--- config.mk ---
export PLATFORM = sky130hd
export DESIGN_NAME = pe_operand_feeder
export DESIGN_NICKNAME = d
export VERILOG_FILES = /design/src/rtl/pe_pkg.sv /design/src/rtl/pe_operand_feeder_if.sv /design/src/rtl/pe_lane_packer.sv /design/src/rtl/pe_operand_feeder.sv
export SDC_FILE = /design/constraint.sdc
export NUM_CORES = 1
export LEC_CHECK = 0
export ABC_CLOCK_PERIOD_IN_PS = 2300
export CAP_MARGIN = 15
export CORE_MARGIN = 2
export CORE_UTILIZATION = 38
export DETAILED_ROUTE_END_ITERATION = 12
export GPL_TIMING_DRIVEN = 0
export MAX_ROUTING_LAYER = met4
export PLACE_DENSITY = 0.67
export RECOVER_POWER = 50
export SYNTH_ARGS = -nofsm -noshare
export SYNTH_HDL_FRONTEND = slang
export SYNTH_SLANG_ARGS = --single-unit
--- constraint.sdc ---
create_clock -name CLK -period 2.3 [get_ports CLK]
set_clock_uncertainty 0.1 [all_clocks]
set_input_delay 0.46 -clock CLK [delete_from_list [all_inputs] [get_ports CLK]]
set_output_delay 0.46 -clock CLK [all_outputs]
set_load 0.02 [all_outputs]
--- src/rtl/pe_pkg.sv ---
// Shared constants and state encoding for the PE operand feeder.
package pe_pkg;

  localparam int ELEM_W = 16;
  localparam int LANES  = 4;
  localparam int PACK_W = ELEM_W * LANES;
  localparam int LANE_W = $clog2(LANES);

  typedef enum logic [1:0] {
    ST_FILL   = 2'd0,
    ST_ISSUE  = 2'd1,
    ST_RESULT = 2'd2
  } state_t;

endpackage

--- src/rtl/pe_operand_feeder_if.sv ---
// Bundles for the feeder: the lane-write bus between the FSM and the
// lane packer, and the element/result stream bus seen by the environment.
interface pe_lane_if;
  import pe_pkg::*;

  logic              wr;
  logic              clear;
  logic [ELEM_W-1:0] a;
  logic [ELEM_W-1:0] b;
  logic [LANE_W-1:0] lane_cnt;
  logic [PACK_W-1:0] pack_a;
  logic [PACK_W-1:0] pack_b;

  modport master (output wr, clear, a, b, input lane_cnt, pack_a, pack_b);
  modport slave  (input wr, clear, a, b, output lane_cnt, pack_a, pack_b);
endinterface


--- src/rtl/pe_lane_packer.sv ---
// Collects up to four element pairs into packed PE operands. Lanes that
// are not written in a chunk stay zero because every chunk starts from a
// cleared state.
module pe_lane_packer
  import pe_pkg::*;
(
  input logic   CLK,
  input logic   reset_n,
  pe_lane_if.slave lane
);

  logic [LANE_W-1:0] lane_cnt_reg;
  wire  [LANES-1:0][ELEM_W-1:0] pack_a_w;
  wire  [LANES-1:0][ELEM_W-1:0] pack_b_w;

  // Lane pointer: advances per accepted pair, rewinds when the chunk is issued.
  always_ff @(posedge CLK or negedge reset_n) begin
    if (!reset_n) begin
      lane_cnt_reg <= '0;
    end else if (lane.clear) begin
      lane_cnt_reg <= '0;
    end else if (lane.wr) begin
      lane_cnt_reg <= lane_cnt_reg + LANE_W'(1);
    end
  end

  genvar gi;
  generate
    for (gi = 0; gi < LANES; gi++) begin : gen_lane
      logic [ELEM_W-1:0] a_reg;
      logic [ELEM_W-1:0] b_reg;

      // One lane register pair: written when the pointer selects it.
      always_ff @(posedge CLK or negedge reset_n) begin
        if (!reset_n) begin
          a_reg <= '0;
          b_reg <= '0;
        end else if (lane.clear) begin
          a_reg <= '0;
          b_reg <= '0;
        end else if (lane.wr && (lane_cnt_reg == LANE_W'(gi))) begin
          a_reg <= lane.a;
          b_reg <= lane.b;
        end
      end

      // Lane 0 sits in the most significant slice.
      assign pack_a_w[LANES-1-gi] = a_reg;
      assign pack_b_w[LANES-1-gi] = b_reg;
    end
  endgenerate

  assign lane.lane_cnt = lane_cnt_reg;
  assign lane.pack_a   = pack_a_w;
  assign lane.pack_b   = pack_b_w;

endmodule

--- src/rtl/pe_operand_feeder.sv ---
// Feeds a fixed-latency 4-lane dot-product PE with chunks of an element
// stream and accumulates the partial results into one dot product.
module pe_operand_feeder
  import pe_pkg::*;
#(
  parameter int LATENCY = 4
) (
  input  logic              CLK,
  input  logic              reset_n,
  input  logic              in_valid,
  output logic              in_ready,
  input  logic [ELEM_W-1:0] in_a,
  input  logic [ELEM_W-1:0] in_b,
  input  logic              in_last,
  output logic              pe_en,
  output logic [PACK_W-1:0] pe_A,
  output logic [PACK_W-1:0] pe_B,
  input  logic [ELEM_W-1:0] pe_c,
  output logic              out_valid,
  input  logic              out_ready,
  output logic [ELEM_W-1:0] out_data
);

  localparam int          WAIT_W    = 4;
  localparam logic [WAIT_W-1:0] WAIT_LAST = WAIT_W'(LATENCY - 1);

  state_t            state_reg, state_next;
  logic [WAIT_W-1:0] wait_reg;
  logic [ELEM_W-1:0] acc_reg;
  logic [ELEM_W-1:0] out_data_reg;
  logic              last_reg;

  logic in_ready_c, pe_en_c, out_valid_c;
  logic lane_wr, lane_clear, sample;
  logic accept;

  pe_lane_if lane_bus ();

  pe_lane_packer u_packer (
    .CLK     (CLK),
    .reset_n (reset_n),
    .lane    (lane_bus.slave)
  );

  // Gated with reset so in_ready drops the moment reset asserts.
  assign in_ready  = in_ready_c & reset_n;
  assign pe_en     = pe_en_c;
  assign out_valid = out_valid_c;
  assign out_data  = out_data_reg;
  assign accept    = in_valid & in_ready;

  assign lane_bus.wr    = lane_wr;
  assign lane_bus.clear = lane_clear;
  assign lane_bus.a     = in_a;
  assign lane_bus.b     = in_b;
  assign pe_A           = lane_bus.pack_a;
  assign pe_B           = lane_bus.pack_b;

  // State register.
  always_ff @(posedge CLK or negedge reset_n) begin
    if (!reset_n) state_reg <= ST_FILL;
    else          state_reg <= state_next;
  end

  // Next state and per-state controls.
  always_comb begin
    state_next  = state_reg;
    in_ready_c  = 1'b0;
    pe_en_c     = 1'b0;
    out_valid_c = 1'b0;
    lane_wr     = 1'b0;
    lane_clear  = 1'b0;
    sample      = 1'b0;
    unique case (state_reg)
      ST_FILL: begin
        in_ready_c = 1'b1;
        if (accept) begin
          lane_wr = 1'b1;
          if (in_last || (lane_bus.lane_cnt == LANE_W'(LANES - 1)))
            state_next = ST_ISSUE;
        end
      end
      ST_ISSUE: begin
        pe_en_c = 1'b1;
        if (wait_reg == WAIT_LAST) begin
          sample     = 1'b1;
          lane_clear = 1'b1;
          state_next = last_reg ? ST_RESULT : ST_FILL;
        end
      end
      ST_RESULT: begin
        out_valid_c = 1'b1;
        if (out_ready) state_next = ST_FILL;
      end
      default: state_next = ST_FILL;
    endcase
  end

  // PE wait counter: counts cycles the operands have been held in ISSUE.
  always_ff @(posedge CLK or negedge reset_n) begin
    if (!reset_n)                 wait_reg <= '0;
    else if (state_reg != ST_ISSUE) wait_reg <= '0;
    else if (wait_reg == WAIT_LAST) wait_reg <= '0;
    else                          wait_reg <= wait_reg + WAIT_W'(1);
  end

  // Remembers that the chunk being issued closes the vector.
  always_ff @(posedge CLK or negedge reset_n) begin
    if (!reset_n)                  last_reg <= 1'b0;
    else if (sample)               last_reg <= 1'b0;
    else if (accept && in_last)    last_reg <= 1'b1;
  end

  // Accumulator and result register; the sum wraps modulo 2^16.
  always_ff @(posedge CLK or negedge reset_n) begin
    if (!reset_n) begin
      acc_reg      <= '0;
      out_data_reg <= '0;
    end else begin
      if (sample) begin
        acc_reg <= acc_reg + pe_c;
        if (last_reg) out_data_reg <= acc_reg + pe_c;
      end else if ((state_reg == ST_RESULT) && out_ready) begin
        acc_reg <= '0;
      end
    end
  end

endmodule
**Word level (Yosys, flattened, before mapping)**

Index checks and enable logic that the tools add are counted.

- Output and inout bits: 147
- Register bits after elaboration: 169
- Word-level logic and storage cells: 85
- Input bits: 53

- Bitwise logic cells: 2
- Mux-type cells: 37
- Reduce and logical (&&, ||, !) cells: 18
- Equality and inequality tests: 11
- $add $sub $neg: 3

Operators by type and width:

| cell | count |
|---|---|
| $mux 16 | 18 |
| $add 16x16->16 | 1 |
| $mux 2 | 7 |
| $reduce_bool 2->1 | 7 |
| $mux 1 | 9 |
| $mux 4 | 2 |
| $ne 2x2->1 const B | 4 |
| $eq 2x2->1 const B | 3 |
| $logic_and 1x1->1 | 6 |
| $pmux 2 s3 | 1 |
| $add 4x1->4 const B | 1 |
| $eq 2x1->1 const B | 2 |
| $eq 4x2->1 const B | 1 |
| $logic_not 2->1 | 2 |
| $reduce_and 4->1 | 1 |
| $add 2x1->2 const B | 1 |
| $and 1x1->1 | 2 |
| $ne 2x1->1 const B | 1 |
| $reduce_and 2->1 | 1 |
| $logic_or 1x1->1 | 1 |

**Logic depth before layout (Yosys ltp)**

Gate-level depths: netlist of run 1.

- Depth after elaboration: 9
- Gate-level depth with buffers: 8
- Mapped depth without buffers: 8

**By module**

Synthesis of run 1 repeated with hierarchy kept, for this count alone.

- Cells, all modules: 652
- Area, all modules: 7960.1 um^2

By module, submodules not included:

| module | sequential area each (um^2) | cells an instance | area each (um^2) | times used |
|---|---|---|---|---|
| pe_lane_packer | 3253.1 | 465 | 5840.6 | 1 |
| pe_operand_feeder | 975.9 | 187 | 2119.5 | 1 |

**Worst setup path after synthesis of run 1**

OpenSTA, ideal clock, no wires.

- Path kind: input to register
- From: in pe_c[0]
- To: reg out_data_reg[12] (netlist: out_data[12])
- Cell stages on the path: 8
- Path slack: -0.258 ns
- Library setup time: 0.125 ns
- Arrival: 2.334 ns
- Required time: 2.075 ns
- Path buffers: 0
- Path through: ha_1 > fa_1 > a21o_1 > a31o_1 > a21oi_1 > o311ai_1 > xor2_1 > mux2_2

- Cells in the longest elaborated chain, start to end: 1

Ends and longest elaborated chain:

| element | line | source |
|---|---|---|
| start: declaration | pe_operand_feeder.sv:18 | `input logic [ELEM_W-1:0] pe_c,` |
| $add 16x16->16 | pe_operand_feeder.sv:122 | `if (last_reg) out_data_reg <= acc_reg + pe_c;` |
| end signal: assignment | pe_operand_feeder.sv:122 |  |
| end: declaration | pe_operand_feeder.sv:30 | `logic [ELEM_W-1:0] out_data_reg;` |

No other way between the ends.
A chain may end at the register's enable or synchronous reset.

**Worst setup path in the final report of run 1**

- From: in pe_c[7]
- To: reg out_data_reg[10] (netlist: out_data[10])

Same word-level chain as after synthesis.

==> impl_metrics.ini, run 1 <==
[outcome]
status = finished with violations
violations = negative setup slack

[timing]
fin_ws_ns = -0.0898
setup-violations-final = 7
hold_ws_ns = 0.372
finalHoldViolCount = 0
achievable-frequency_mhz = 418
final.period_utilization_pct = 104
relSlewSlack_pct = 15.8
tightest_slew_ns = 1.26
drv_slew = 0
rsz0062_at_grt = true
period_needed_ns = 2.39
finalSetupTns_ns = -0.245

[clock_tree]
cts.path.max_buffers = 2
insertion_delay_ns = 0.42
htreeDepth = 4
clock-root-buffer = clkbuf_16
cts_buffers = 17
clkTransAtPathRegs_ns = 0.07
cts_tree = built
clock_sinks = 169

[synth]
synth_cells = 686
syn_area_per_cell_um2 = 10.3
synthesis.nets = 760
ys.flop_type = dfrtp_1
yosysSeqAreaShare_pct = 59.6
synth-edff-count = 0
yosys_warnings = 0
synth.ff_latch_count = 169
async_reset_ff_share_pct = 100
yosysUniqueCellTypes = 51
synth_area_um2 = 7090

[placement]
port-buffer-count = 199
place_ws_ns = -0.736
gp_congestion = 0.814
dpl.cell_count = 1115
hpwl_mm = 15.0

[finish]
layout_common_cells = 178 x nand2_1, 169 x dfrtp_1, 135 x o21ai_0
n_antenna_cell = 0
drive_gt1_share_pct = 15.0
syn_to_final_growth_pct = 47.5
mostFrequentLayoutCell = nand2_1
fin_nets = 997
nFillCells = 1572
final_cells = 1165
multiInputGateArea_um2 = 2920
seq_area_um2 = 4230

[die]
floorplan.die.width_um = 141
io_pins = 200
dieArea_um2 = 19800
rows = 49
core_area_um2 = 18100
die_y_um = 141
initial_utilization_pct = 39.1

[global_routing]
grt_max_degree = 71
track_usage_pct = 22.2
grt_pass1_vias = 5851
antenna_found_initial = 0
grt_pass1_wl_mm = 32.9
overflow = 0

[critical_path]
required_ns = 2.52
startpoint = pe_c[7]
rrSetupSlack_ns = -0.07
path_class = input pin to flip-flop
critPathLaunchType = input pin
end_kind = flip-flop
rr_worst_depth = 8
path_max_fanout = 8
worstPathArrival_ns = 2.60
r2r_start = acc_reg[0]$_DFFE_PN0P_
reg2reg_to = out_data[10]$_DFFE_PN0P_

[pwr]
finalPower_mw = 15.7
seq_power_share_pct = 32.2
swShare_pct = 40.0
power_density_nw_per_um2 = 1500
comb_power_share_pct = 49.2
p_clk_share_pct = 18.6
vdd_ir_drop_max_v = 0.000652
p_int_mw = 9.42
power_leakage_nw = 4.88
p_sw_mw = 6.29

[min_path]
holdPathStages = 1
hp-class = flip-flop to flip-flop
hold_path_end = wait_reg[0]$_DFF_PN0_
hp-start = wait_reg[0]$_DFF_PN0_

[drt]
first_iter_violations = 215
dr.pass1.iters = 4
via_per_inst = 5.10
wl_per_cell_um = 18.3
postRouteAntennaNets = 0
drc = 0
finalWirelength_mm = 21.3
num_vias = 5945

[job]
maxCapViolCount = 0
metal layers:
metal | global-route usage [%] | part of all wire (%) | wire length [um]
met5 | - | 0 | 0
met4 | 7.79 | 2.2 | 477
met3 | 4.14 | 4.8 | 1010
met2 | 34.5 | 49 | 10300
met1 | 29.4 | 44 | 9440
critical path: stages:
cell	delay [ns]
clkdlybuf4s50_1	0.48
ha_2	0.28
buf_6	0.14
a21oi_1	0.23
o21ai_1	0.17
a2111oi_4	0.34
a311o_2	0.17
xnor2_1	0.07
mux2_2	0.26
layout make-up:
| class | instances | share of cell area, % |
|---|---|---|
| Inverter | 10 | 0.359 |
| Buffer | 36 | 2.06 |
| Sequential cell | 169 | 40.4 |
| Clock inverter | 14 | 1.60 |
| Tap cell | 229 | 2.74 |
| Timing Repair Buffer | 220 | 20.7 |
| Multi-Input combinational cell | 469 | 27.9 |
| Clock buffer | 18 | 4.20 |
power groups by stage:
stage	Clock, mW	Sequential (mW)	Combinational (mW)
finish	2.92	5.06	7.74
global placement	0	5.06	7.14
floorplan	0	6.34	2.61
detailed placement	0	5.08	7.27
global route	3.10	5.22	8.36
CTS	2.97	5.04	7.50
repair_timing:
action,CTS,global route
setup endpoints to repair,145,132
gates cloned,1,0
setup buffers,8,8
pin swaps,16,22
hold endpoints to repair,99,0
hold buffers,3,0
gates resized for setup,24,93
cell families (layout without fill, tap and decap cells):
kind of cell / Yosys count / count (layout) / synth area share (%)
xor+xnor: 13 / 13 / 1.80
compound gates: 200 / 200 / 16.9
buf+inv: 48 / 298 / 2.91
fa+ha+maj: 21 / 21 / 3.81
flops: 169 / 169 / 59.6
mux: 12 / 12 / 1.89
simple gates: 223 / 223 / 13.1
metrics by stage:
step                      area, um2  utilization [%]
after floorplan                7110                -
after detailed placement       9420             51.9
after global placement         9390             51.8
after CTS                     10200             56.4
after global routing          10500             57.7
final                         10500             57.7
how the worst max path moves through the flow:
stage                                                      end  slack [ns]
finish                                out_data[10]$_DFFE_PN0P_       -0.09
global route                          out_data[10]$_DFFE_PN0P_       -0.15
CTS                                   out_data[10]$_DFFE_PN0P_        -0.1
detailed placement  u_packer.gen_lane[0].b_reg[12]$_DFFE_PN0P_       -0.74
global placement     u_packer.gen_lane[0].a_reg[1]$_DFFE_PN0P_       -6.55
floorplan                             out_data[10]$_DFFE_PN0P_       -0.04
cells in the mapped netlist, types with 3 or more instances:
cell / instances / area (um2)
a21o_1: 6 / 45.0
a21oi_1: 18 / 90.1
a21oi_2: 4 / 35.0
a22o_1: 11 / 96.3
and2_1: 3 / 18.8
buf_2: 11 / 55.1
clkbuf_1: 24 / 90.1
dfrtp_1: 169 / 4230
ha_1: 20 / 250
inv_1: 10 / 37.5
mux2_2: 11 / 124
nand2_1: 179 / 672
nand2b_1: 3 / 18.8
nand3_1: 9 / 45.0
nand4_1: 5 / 31.3
nor2_1: 9 / 33.8
nor3_1: 3 / 15.0
o21ai_0: 139 / 696
xnor2_1: 9 / 78.8
xor2_1: 3 / 26.3
Note: power is estimated with default switching activity, not from simulation.
==> run 2, diff against run 1 <==
Settings changed: PLACE_DENSITY 0.67 to default, PLACE_DENSITY_LB_ADDON from default to 0.05.
==> impl_metrics.ini, run 2 (synthesis gave the netlist of run 1 again) <==
[pwr]
finalPower_mw = 15.6
power_density_nw_per_um2 = 1500
vdd_ir_drop_max_v = 0.000693
power_leakage_nw = 4.84

[critical_path]
path_class = flip-flop to flip-flop
critPathSlowestCell = dfrtp_1
max_stage_delay_ns = 0.41
critPathLaunchType = flip-flop
worstPathArrival_ns = 2.68
cp_cell_sequence = ha_4 -> fa_2 -> a21o_1 -> a31o_4 -> a2111oi_4 -> a311o_2 -> xnor2_1 -> mux2_2
path_max_fanout = 2
required_ns = 2.53
worst-path-buf-inv = 0
path_delay_family = compound AO/OA/AOI/OAI gates
end_kind = flip-flop

[clock_tree]
htreeDepth = 4
insertion_delay_ns = 0.44
cts.path.max_buffers = 2
cts_tree = built
clock-root-buffer = clkbuf_16
clock_sinks = 169
cts_buffers = 17
clkTransAtPathRegs_ns = 0.08

[global_routing]
overflow = 0
track_usage_pct = 22.8
grt_pass1_vias = 6032
grt_pass1_wl_mm = 34.0
grt_max_degree = 63
antenna_found_initial = 0

[timing]
relSlewSlack_pct = -20.8
fin_ws_ns = -0.153
rsz0062_at_grt = true
tightest_slew_ns = 1.81
period_needed_ns = 2.45
hold_ws_ns = 0.373
finalHoldViolCount = 0
final.period_utilization_pct = 107
drv_slew = 127
achievable-frequency_mhz = 408
setup-violations-final = 9

[finish]
nFillCells = 1554
syn_to_final_growth_pct = 46.4
fin_nets = 996
final_cell_area_um2 = 10400
mostFrequentLayoutCell = nand2_1
drive_gt1_share_pct = 14.2
finish.utilization_pct = 57.2
layout_common_cells = 178 x nand2_1, 169 x dfrtp_1, 135 x o21ai_0
n_antenna_cell = 0

[drt]
dr.pass1.iters = 5
first_iter_violations = 270
wl_per_cell_um = 18.4
wl_met1_mm = 10.0
met3_wirelength_mm = 1.03
num_vias = 5962
wl_met2_mm = 10.1
via_per_inst = 5.12
drc = 0
finalWirelength_mm = 21.4
postRouteAntennaNets = 0
maxUsedRoutingLayer = met4

[die]
io_pins = 200
rows = 49
core_area_um2 = 18100
dieArea_um2 = 19800
floorplan.die.width_um = 141
die_y_um = 141
initial_utilization_pct = 39.1

[outcome]
violations = max-capacitance violations, max-slew violations, negative setup slack
status = finished with violations

[placement]
place_ws_ns = -0.846
place_area_um2 = 9420
hpwl_mm = 15.1
port-buffer-count = 199
gp_congestion = 0.842

[min_path]
hp-class = flip-flop to flip-flop

[job]
maxCapViolCount = 3
## run 2: changes by cell type in the layout (fill, tap and decap cells not counted), moves of 2 or more
cell	change
clkbuf_1	+2
ha_4	-5
a21oi_4	+2
buf_2	+2
dlygate4sd2_1	+2
clkinv_8	+3
ha_1	+6
a21oi_2	-3
clkbuf_2	-2
buf_6	-2
dlymetal6s2s_1	-5
## run 2: cell type report
class,count,area [um2],area share [%]
well taps,229,287,2.76
plain buffers,37,224,2.16
multi-input cells,469,2870,27.6
clock inverters,15,200,1.93
repair buffers,218,2120,20.4
inverters,10,37.5,0.361
flip-flops and latches,169,4230,40.7
clock buffers,17,425,4.09
## run 2: routing by layer
layer  up-vias  GRT usage [%]
met2       177           34.7
li1       2830              -
met4         0           6.74
met5         -              -
met3        23           4.48
met1      2932           31.4
## run 2: report_power, final
| group | internal, mW | total, mW | switching, mW |
|---|---|---|---|
| clock network | 1.58 | 2.97 | 1.39 |
| registers | 4.28 | 5.06 | 0.784 |
| logic | 3.45 | 7.60 | 4.15 |
| total | 9.31 | 15.6 | 6.32 |
## run 2: worst paths after layout
| kind | startpoint | slack, ns | cells after the start | end |
|---|---|---|---|---|
| setup / recovery | acc_reg[0]$_DFFE_PN0P_ | -0.15 | 8 | out_data[10]$_DFFE_PN0P_ |
| setup reg to reg | acc_reg[0]$_DFFE_PN0P_ | -0.15 | 8 | out_data[10]$_DFFE_PN0P_ |
| min in group asynchronous | reset_n | 0.63 | 2 | u_packer.gen_lane[3].b_reg[4]$_DFFE_PN0P_ |
| hold reg to reg | state_reg[1]$_DFFE_PN0P_ | 0.37 | 1 | state_reg[0]$_DFFE_PN0P_ |
| max in group asynchronous | reset_n | 0.26 | 3 | u_packer.gen_lane[2].a_reg[14]$_DFFE_PN0P_ |
| hold / removal | state_reg[1]$_DFFE_PN0P_ | 0.37 | 1 | state_reg[0]$_DFFE_PN0P_ |
## run 2: what timing repair did
action	4_1_cts	5_1_grt
cloned	2	0
hold buffers	3	0
pin swaps	8	11
setup endpoints to repair	149	136
resized for setup	40	66
setup buffers	5	8
hold endpoints to repair	45	0
## run 2: stage by stage
stage / std cells / setup TNS (ns)
floorplan: 686 / -0.0784
global placement: 1114 / -1885.31
detailed placement: 1115 / -107.05
CTS: 1156 / -0.613
global route: 1164 / -8.20
finish: 1164 / -0.653
==> run 3, diff against run 2 <==
Settings changed: SKIP_CTS_REPAIR_TIMING from default to 1.
==> impl_metrics.ini, run 3 (synthesis gave the netlist of run 1 again) <==
[outcome]
status = finished with violations
violations = negative setup slack

[timing]
finalSetupTns_ns = -0.690
drv_slew = 0
fin_ws_ns = -0.145
achievable-frequency_mhz = 409
finalHoldViolCount = 0
period_needed_ns = 2.44
relSlewSlack_pct = 25.4
rsz0062_at_grt = true
tightest_slew_ns = 1.12
final.period_utilization_pct = 106
setup-violations-final = 9

[critical_path]
worstPathArrival_ns = 2.67
path_class = flip-flop to flip-flop
end_kind = flip-flop
critPathLaunchType = flip-flop
required_ns = 2.52
path_max_fanout = 3

[placement]
gp_congestion = 0.842
port-buffer-count = 199
place_area_um2 = 9420
dpl.cell_count = 1115
hpwl_mm = 15.1

[global_routing]
grt_use_met2_pct = 33.1
grt_pass1_vias = 5926
grt_pass1_wl_mm = 32.8
use_met3_pct = 4.45
track_usage_pct = 21.9
grt_max_degree = 126
antenna_found_initial = 0
overflow = 0
busiest_layer = met2
met1_usage_pct = 30.2

[clock_tree]
cts.path.max_buffers = 2
clkTransAtPathRegs_ns = 0.08
htreeDepth = 4
cts_buffers = 17
clock_sinks = 169
cts_tree = built
insertion_delay_ns = 0.43
clock-root-buffer = clkbuf_16

[die]
core_area_um2 = 18100
initial_utilization_pct = 39.1
die_y_um = 141
dieArea_um2 = 19800
floorplan.die.width_um = 141
io_pins = 200
rows = 49

[drt]
via_per_inst = 5.10
finalWirelength_mm = 21.4
drc = 0
dr.pass1.iters = 4
first_iter_violations = 350
postRouteAntennaNets = 0
num_vias = 5971
wl_per_cell_um = 18.3

[finish]
drive_gt1_share_pct = 15.0
layout_common_cells = 189 x clkdlybuf4s50_1, 178 x nand2_1, 169 x dfrtp_1
syn_to_final_growth_pct = 48.5
n_antenna_cell = 0
final_cells = 1171
mostFrequentLayoutCell = clkdlybuf4s50_1
fin_nets = 1003
final_cell_area_um2 = 10500

[min_path]
hp-class = input pin to flip-flop

[pwr]
vdd_ir_drop_max_v = 0.000702
power_density_nw_per_um2 = 1510
power_leakage_nw = 4.85

[job]
maxCapViolCount = 0
[run 3: critical path, cell delays in order (launching register included)]
cell and delay [ns]:
dfrtp_1 0.41, ha_4 0.18, fa_2 0.34, a21o_1 0.21
a31o_4 0.26, a2111oi_4 0.32, a311o_2 0.20, xnor2_2 0.07
mux2_4 0.26
[run 3: worst paths after layout]
path / start / cells after the start / endpoint / slack, ns
worst max-delay path: acc_reg[0]$_DFFE_PN0P_ / 8 / out_data[10]$_DFFE_PN0P_ / -0.14
worst min-delay path: pe_c[0] / 3 / acc_reg[0]$_DFFE_PN0P_ / 0.36
max in group asynchronous: reset_n / 4 / u_packer.gen_lane[0].a_reg[7]$_DFFE_PN0P_ / 0.25
worst min register to register: u_packer.gen_lane[2].b_reg[9]$_DFFE_PN0P_ / 2 / u_packer.gen_lane[2].b_reg[9]$_DFFE_PN0P_ / 0.38
min in group asynchronous: reset_n / 3 / u_packer.lane.lane_cnt[0]$_DFFE_PN0P_ / 0.95
worst max register to register: acc_reg[0]$_DFFE_PN0P_ / 8 / out_data[10]$_DFFE_PN0P_ / -0.14
[run 3: report_power, final]
group / internal, mW / switching, mW / leakage, nW
combinational: 3.68 / 4.21 / 2.42
clock: 1.58 / 1.39 / 0.305
sequential: 4.28 / 0.810 / 2.13
[run 3: final cells by class]
| class | instances | area [um2] |
|---|---|---|
| fill | 1543 | 7610 |
| sequential | 169 | 4230 |
| multi-input combinational | 469 | 2920 |
| timing repair buffer | 225 | 2200 |
| clock buffer | 17 | 425 |
| tap | 229 | 287 |
| buffer | 37 | 235 |
| clock inverter | 15 | 200 |
| inverter | 10 | 37.5 |
[run 3: layer usage]
metal / vias up / wire, um
li1: 2843 / -
met1: 2933 / 10100
met2: 176 / 9940
met3: 19 / 1000
met4: 0 / 306
met5: - / 0
[run 3: stage by stage]
stage	worst slack (ns)	util [%]	hold WS [ns]	power (mW)
2_1_floorplan	-0.0432	-	0.0644	8.96
3_3_place_gp	-6.38	51.8	0.357	12.2
3_5_place_dp	-0.846	51.9	0.282	12.3
4_1_cts	-0.728	55.4	-0.186	15.4
5_1_grt	-0.212	58.1	0.384	16.9
6_report	-0.145	58.1	0.365	15.9
